**src/rtl/tick_pkg.sv**
```systemverilog
// Shared types and constants for the tick monitor.
package tick_pkg;

  // Lock-tracking FSM states.
  typedef enum logic [1:0] {
    StIdle,
    StAcquire,
    StLocked
  } tick_state_e;

  // Width of the saturating error counter.
  localparam int unsigned ErrCntW = 8;

endpackage

```
**src/rtl/tick_interval_counter.sv**
```systemverilog
// Counts clock cycles since the last tick. Restarts at 1 on every tick so that
// the value seen alongside a tick is the interval from the previous tick.
module tick_interval_counter #(
  parameter int unsigned M   = 5,
  parameter int unsigned N   = 3,
  parameter int unsigned TOL = 0
) (
  input  logic         clk_i,
  input  logic         rst_i,
  input  logic         tick_i,
  input  logic         clear_i,
  output logic [N-1:0] cnt_o,
  output logic         at_limit_o
);

  localparam logic [N-1:0] Limit = N'(M + TOL);

  logic [N-1:0] cnt_d, cnt_q;

  // Next count: tick restarts at 1, clear holds at 0, otherwise count up.
  always_comb begin
    cnt_d = cnt_q + N'(1);
    if (tick_i) begin
      cnt_d = N'(1);
    end else if (clear_i) begin
      cnt_d = '0;
    end
  end

  // Counter register.
  always_ff @(posedge clk_i or posedge rst_i) begin
    if (rst_i) begin
      cnt_q <= '0;
    end else begin
      cnt_q <= cnt_d;
    end
  end

  assign cnt_o      = cnt_q;
  assign at_limit_o = (cnt_q == Limit);

endmodule

```
**src/rtl/tick_monitor.sv**
```systemverilog
// Health monitor for a periodic tick: measures tick-to-tick intervals, flags
// early/late/missing ticks, tracks lock and counts errors (saturating).
module tick_monitor
  import tick_pkg::*;
#(
  parameter int unsigned M        = 5,
  parameter int unsigned N        = 3,
  parameter int unsigned TOL      = 0,
  parameter int unsigned LOCK_CNT = 3
) (
  input  logic               clk,
  input  logic               reset,
  input  logic               tick,
  output logic [N-1:0]       period,
  output logic               period_valid,
  output logic               early,
  output logic               late,
  output logic               timeout,
  output logic               locked,
  output logic [ErrCntW-1:0] err_cnt
);

  localparam int unsigned      GoodW      = $clog2(LOCK_CNT + 1);
  localparam logic [N-1:0]     LoBound    = N'(M - TOL);
  localparam logic [N-1:0]     HiBound    = N'(M + TOL);
  localparam logic [GoodW-1:0] LockTarget = GoodW'(LOCK_CNT);

  tick_state_e         state_d, state_q;
  logic [GoodW-1:0]    good_d, good_q;
  logic [N-1:0]        period_d, period_q;
  logic                pv_d, pv_q;
  logic                early_d, early_q;
  logic                late_d, late_q;
  logic                timeout_d, timeout_q;
  logic                locked_d, locked_q;
  logic [ErrCntW-1:0]  err_d, err_q;
  logic                err_event;

  logic [N-1:0]        cnt;
  logic                at_limit;
  logic                cnt_clear;
  logic                is_early;
  logic                is_good;

  // Counter is parked at 0 while idle and cleared on the timeout that sends us there.
  assign cnt_clear = (state_q == StIdle) || timeout_d;

  tick_interval_counter #(
    .M   (M),
    .N   (N),
    .TOL (TOL)
  ) u_counter (
    .clk_i      (clk),
    .rst_i      (reset),
    .tick_i     (tick),
    .clear_i    (cnt_clear),
    .cnt_o      (cnt),
    .at_limit_o (at_limit)
  );

  assign is_early = (cnt < LoBound);
  assign is_good  = !is_early && (cnt <= HiBound);

  // Next-state, interval checks and strobe generation.
  always_comb begin
    state_d   = state_q;
    good_d    = good_q;
    period_d  = period_q;
    pv_d      = 1'b0;
    early_d   = 1'b0;
    late_d    = 1'b0;
    timeout_d = 1'b0;
    err_event = 1'b0;

    case (state_q)
      StIdle: begin
        // First tick only starts the measurement; no interval yet.
        if (tick) begin
          state_d = StAcquire;
          good_d  = '0;
        end
      end
      StAcquire, StLocked: begin
        if (tick) begin
          // A tick on the limit cycle wins over the timeout.
          period_d = cnt;
          pv_d     = 1'b1;
          if (is_good) begin
            if (state_q == StAcquire) begin
              good_d = good_q + GoodW'(1);
              if (good_d == LockTarget) begin
                state_d = StLocked;
              end
            end
          end else begin
            early_d   = is_early;
            late_d    = !is_early;
            err_event = 1'b1;
            good_d    = '0;
            state_d   = StAcquire;
          end
        end else if (at_limit) begin
          timeout_d = 1'b1;
          err_event = 1'b1;
          state_d   = StIdle;
        end
      end
      default: state_d = StIdle;
    endcase

    err_d    = (err_event && (err_q != '1)) ? err_q + ErrCntW'(1) : err_q;
    locked_d = (state_d == StLocked);
  end

  // State and registered outputs.
  always_ff @(posedge clk or posedge reset) begin
    if (reset) begin
      state_q   <= StIdle;
      good_q    <= '0;
      period_q  <= '0;
      pv_q      <= 1'b0;
      early_q   <= 1'b0;
      late_q    <= 1'b0;
      timeout_q <= 1'b0;
      locked_q  <= 1'b0;
      err_q     <= '0;
    end else begin
      state_q   <= state_d;
      good_q    <= good_d;
      period_q  <= period_d;
      pv_q      <= pv_d;
      early_q   <= early_d;
      late_q    <= late_d;
      timeout_q <= timeout_d;
      locked_q  <= locked_d;
      err_q     <= err_d;
    end
  end

  assign period       = period_q;
  assign period_valid = pv_q;
  assign early        = early_q;
  assign late         = late_q;
  assign timeout      = timeout_q;
  assign locked       = locked_q;
  assign err_cnt      = err_q;

endmodule

```
**config.mk**
```make
export PLATFORM = sky130hd
export DESIGN_NAME = tick_monitor
export DESIGN_NICKNAME = d
export VERILOG_FILES = /design/src/rtl/tick_pkg.sv /design/src/rtl/tick_interval_counter.sv /design/src/rtl/tick_monitor.sv
export SDC_FILE = /design/constraint.sdc
export NUM_CORES = 1
export LEC_CHECK = 0
export ABC_CLOCK_PERIOD_IN_PS = 3400
export BUFFER_PORTS_ARGS = -buffer_cell sky130_fd_sc_hd__buf_2
export CORE_MARGIN = 1.5
export CORE_UTILIZATION = 45
export DETAILED_ROUTE_END_ITERATION = 8
export GPL_ROUTABILITY_DRIVEN = 0
export PLACE_DENSITY = 0.67
export SKIP_LAST_GASP = 1
export SLEW_MARGIN = 10
export SYNTH_ARGS = -nofsm -noshare
export SYNTH_HDL_FRONTEND = slang
export SYNTH_SLANG_ARGS = --single-unit
export TNS_END_PERCENT = 30
```
**constraint.sdc**
```tcl
create_clock -name clk -period 3.4 [get_ports clk]
set_input_delay 0.68 -clock clk [delete_from_list [all_inputs] [get_ports clk]]
set_output_delay 0.68 -clock clk [all_outputs]
set_load 0.005 [all_outputs]
```
==> summary.txt <==
Outcome
  • Outcome: complete, no violations

GRT
  • Number of global-route vias before repair: 747
  • Pin count of the biggest net entering global routing: 24
  • Initial antenna violation count: 0
  • Residual overflow from global routing: 0
  • Overall track demand over capacity in global routing: 15.8%
  • First-pass GRT wire length: 3.25 mm

Routing
  • Number of routed nets with antenna violations: 0
  • Pre-Repair DR Iteration Count: 4
  • Sum of routed wire length over all layers: 1.96 mm
  • Vias after detailed routing: 818
  • Wire length per cell: between 10 and 15 um
  • Mean number of vias per cell: 5.42
  • Drt initial violations: 19
  • Number of remaining DRC errors: 0

Logic synthesis
  • Cell area after synthesis: between 0.001 and 0.0015 mm2
  • Post-Synthesis Net Count: 114
  • Cell types with the highest counts after synthesis: sky130_fd_sc_hd__dfrtp_1, sky130_fd_sc_hd__nand2_1, sky130_fd_sc_hd__ha_1
  • Commonest register cell after synthesis: sky130_fd_sc_hd__dfrtp_1
  • Dominant cell by count in the synthesized netlist: sky130_fd_sc_hd__dfrtp_1
  • Leading post-synthesis cells by cell area: sky130_fd_sc_hd__dfrtp_1, sky130_fd_sc_hd__ha_1, sky130_fd_sc_hd__xor2_1
  • Number of enable-type register cells in the synthesized netlist: 0
  • Post-synthesis cell type with the largest combined area: sky130_fd_sc_hd__dfrtp_1
  • Synthesis-stage register bit count: 23
  • Instance count of the mapped netlist: 104
  • Mapped Avg Cell Area: 11.4 um2
  • Ys async rst share: 100%
  • Portion of the post-synthesis area used by sequential elements: 48.5%
  • Warnings from Yosys: 0
  • Number of distinct library cells after synthesis: 36
  • Fraction of synthesized cell area taken by the top area cell type: roughly half

Setup path
  • Worst reg-to-reg path cell count: 5
  • Origin of the worst setup path: state_q[0]
  • Type of destination of the critical path: register
  • Worst endpoint data arrival time: ~2100 ps
  • Setup crit start kind: register
  • Reg2reg end: locked
  • Crit path max fanout: 8
  • Slowest CP cell: sky130_fd_sc_hd__ha_1
  • Biggest cell delay along the critical path: 470 ps
  • WP data required: 3650 ps
  • Worst r2r src: state_q[0]
  • CP cell instances: inv_1 -> ha_1 -> o2111ai_1 -> a2111oi_2 -> nor2b_1
  • Start-to-end type of the worst setup path: register to register
  • Worst R2R Setup Slack: about 1500 ps

Floorplan
  • Width of the chip: 54.3 um
  • Starting Density: 47.9%
  • Total die area: about 0.0030 mm2
  • Core ar.: 0.00248 mm2
  • Y dimension of the die: approximately 54 um
  • IO Pins: 19
  • Number of rows in the core area: 18

Timing
  • Highest attainable clock frequency: ~540 MHz
  • Max_slew headroom: 43.3%
  • Final-report max-slew violation count: 0
  • Final hold violation count: 0
  • Unrepaired setup endpoints after global routing: false
  • Final hold slack: ~500 ps
  • Final worst clock skew: 3.68 ps
  • Final critical-path share of the clock period: 54.9%
  • Final critical delay including setup and external delays: 1870 ps
  • Final setup violation count: 0
  • Setup_tns: 0 ps
  • Setup ws final: 1530 ps
  • Tightest Pin Transition: 850 ps

Power and ir drop
  • Fraction of power consumed by sequential logic: approximately half
  • Switching Share: 38.4%
  • Pint: 0.537 mW
  • Leakage power: 0.625 nW
  • Gate power share: 36.6%
  • Clk network pwr share: ~15%
  • Switching pwr: 0.334 mW
  • Max IR drop VDD: 0.318 mV
  • PwrDens: around 660 mW/mm2

Hold path
  • Worst hold path endpoint: err_cnt[5]
  • Worst min-delay path class: register to register
  • Number of cells on the worst hold path: 1
  • Hold Startpoint: err_cnt[5]

CTS
  • Inserted Clock Buffers: 3
  • Clock slew seen by the registers of the worst setup and hold paths: around 120 ps
  • CTS tree: yes
  • Count of buffers added by post-CTS timing repair for setup: 0
  • Number of buffers inserted by hold repair at cts: 0
  • Count of clock tree sinks: 23
  • Clock root cell: sky130_fd_sc_hd__clkbuf_4
  • CTS H-Tree Depth: 1
  • CTS Buffer Depth: 2
  • CTS resizes: 0
  • Clk_lat worst skew: 320 ps

Placed design
  • Buffers added on ports: 18
  • Setup slack after placement: around 1600 ps
  • Half-perimeter wire length of the detailed placement result: 1.49 mm

Layout
  • Signed area change from the synthesized netlist to the final layout: 10.8%
  • Diodes inserted: 0
  • Ratio of cells with drive above 1 in the final layout: 28.9%
  • Final core utilization: 53.0%
  • Post-layout net count: 132

Run
  • Number of max-cap violations: 0
## registers in the layout (all words and copies together) (netlist names)
signal / flops
locked: 1
late: 1
early: 1
period: 3
period_valid: 1
u_counter.cnt_o: 3
err_cnt: 8
state_q: 2
good_q: 2
timeout: 1
## metal layers
| layer | wire length [um] | share of wire, % | track usage, % |
|---|---|---|---|
| met5 | 0 | 0 | 0 |
| met3 | 83 | 4.2 | 2.46 |
| met2 | 933 | 48 | 26.3 |
| met1 | 890 | 45 | 18.8 |
| met4 | 55 | 2.8 | 10.0 |
## cell families (layout without fill, tap and decap cells)
logic type	count (synthesis)	count (layout)	synth area share, %
AND/OR/NAND/NOR	35	35	19.2
flip-flops	23	23	48.5
AO/OA/AOI/OAI	17	17	11.1
buffers and inverters	11	28	4.43
adder cells (fa/ha/maj)	7	7	7.38
XOR/XNOR	6	6	4.43
multiplexers	5	5	4.96
## stage by stage
step           total power [mW]  area (um2)  cells
3_5_place_dp              0.753        1280    147
3_3_place_gp              0.736        1280    147
4_1_cts                   0.884        1310    151
2_1_floorplan             0.639        1190    104
6_report                  0.871        1310    151
5_1_grt                   0.941        1310    151
## placed cells by master, fill, tap and decap left out, types with 2 or more instances in the layout
master / Yosys / routed
sky130_fd_sc_hd__dfrtp_1: 23 / 23
sky130_fd_sc_hd__nand3_1: 5 / 5
sky130_fd_sc_hd__nor4_2: 2 / 2
sky130_fd_sc_hd__xor2_1: 6 / 6
sky130_fd_sc_hd__nor3_2: 2 / 2
sky130_fd_sc_hd__mux2_2: 2 / 2
sky130_fd_sc_hd__clkbuf_4: 0 / 3
sky130_fd_sc_hd__a21o_1: 2 / 2
sky130_fd_sc_hd__o21ai_0: 3 / 3
sky130_fd_sc_hd__nor2_1: 6 / 6
sky130_fd_sc_hd__a21oi_1: 2 / 2
sky130_fd_sc_hd__nor2b_1: 3 / 3
sky130_fd_sc_hd__o31ai_1: 3 / 3
sky130_fd_sc_hd__ha_1: 7 / 7
sky130_fd_sc_hd__inv_1: 6 / 6
sky130_fd_sc_hd__nor3_1: 2 / 2
sky130_fd_sc_hd__buf_2: 3 / 18
sky130_fd_sc_hd__nand2_1: 8 / 8
## power groups by stage
stage / combinational [mW] / clock (mW) / sequential (mW)
CTS: 0.323 / 0.136 / 0.425
finish: 0.319 / 0.129 / 0.424
floorplan: 0.218 / 0 / 0.421
detailed placement: 0.321 / 0 / 0.431
global route: 0.357 / 0.147 / 0.437
global placement: 0.311 / 0 / 0.424
## cell type report
cell class,count,area (um2)
tap,30,37.5
sequential,23,576
multi-input combinational,70,558
clock inverter,1,7.51
fill,240,1160
inverter,6,22.5
timing repair buffer,18,90.1
clock buffer,3,22.5
## critical path: cells and delay by family (launching register included)
family | cells | cell delay, ps
buffers and inverters | 1 | 60
AND/OR/NAND/NOR | 1 | 180
AO/OA/AOI/OAI | 2 | 670
flip-flops | 1 | 420
adder cells (fa/ha/maj) | 1 | 470
## worst max-delay path by stage
| stage | endpoint | slack (ps) | depth (start not counted) |
|---|---|---|---|
| detailed placement | err_cnt[7] | 1570 | 5 |
| global placement | err_cnt[7] | 1600 | 5 |
| CTS | locked | 1530 | 5 |
| finish | locked | 1530 | 5 |
| global route | locked | 1420 | 5 |
| floorplan | err_cnt[6] | 1790 | 6 |
(Power assumes the default switching activity.)
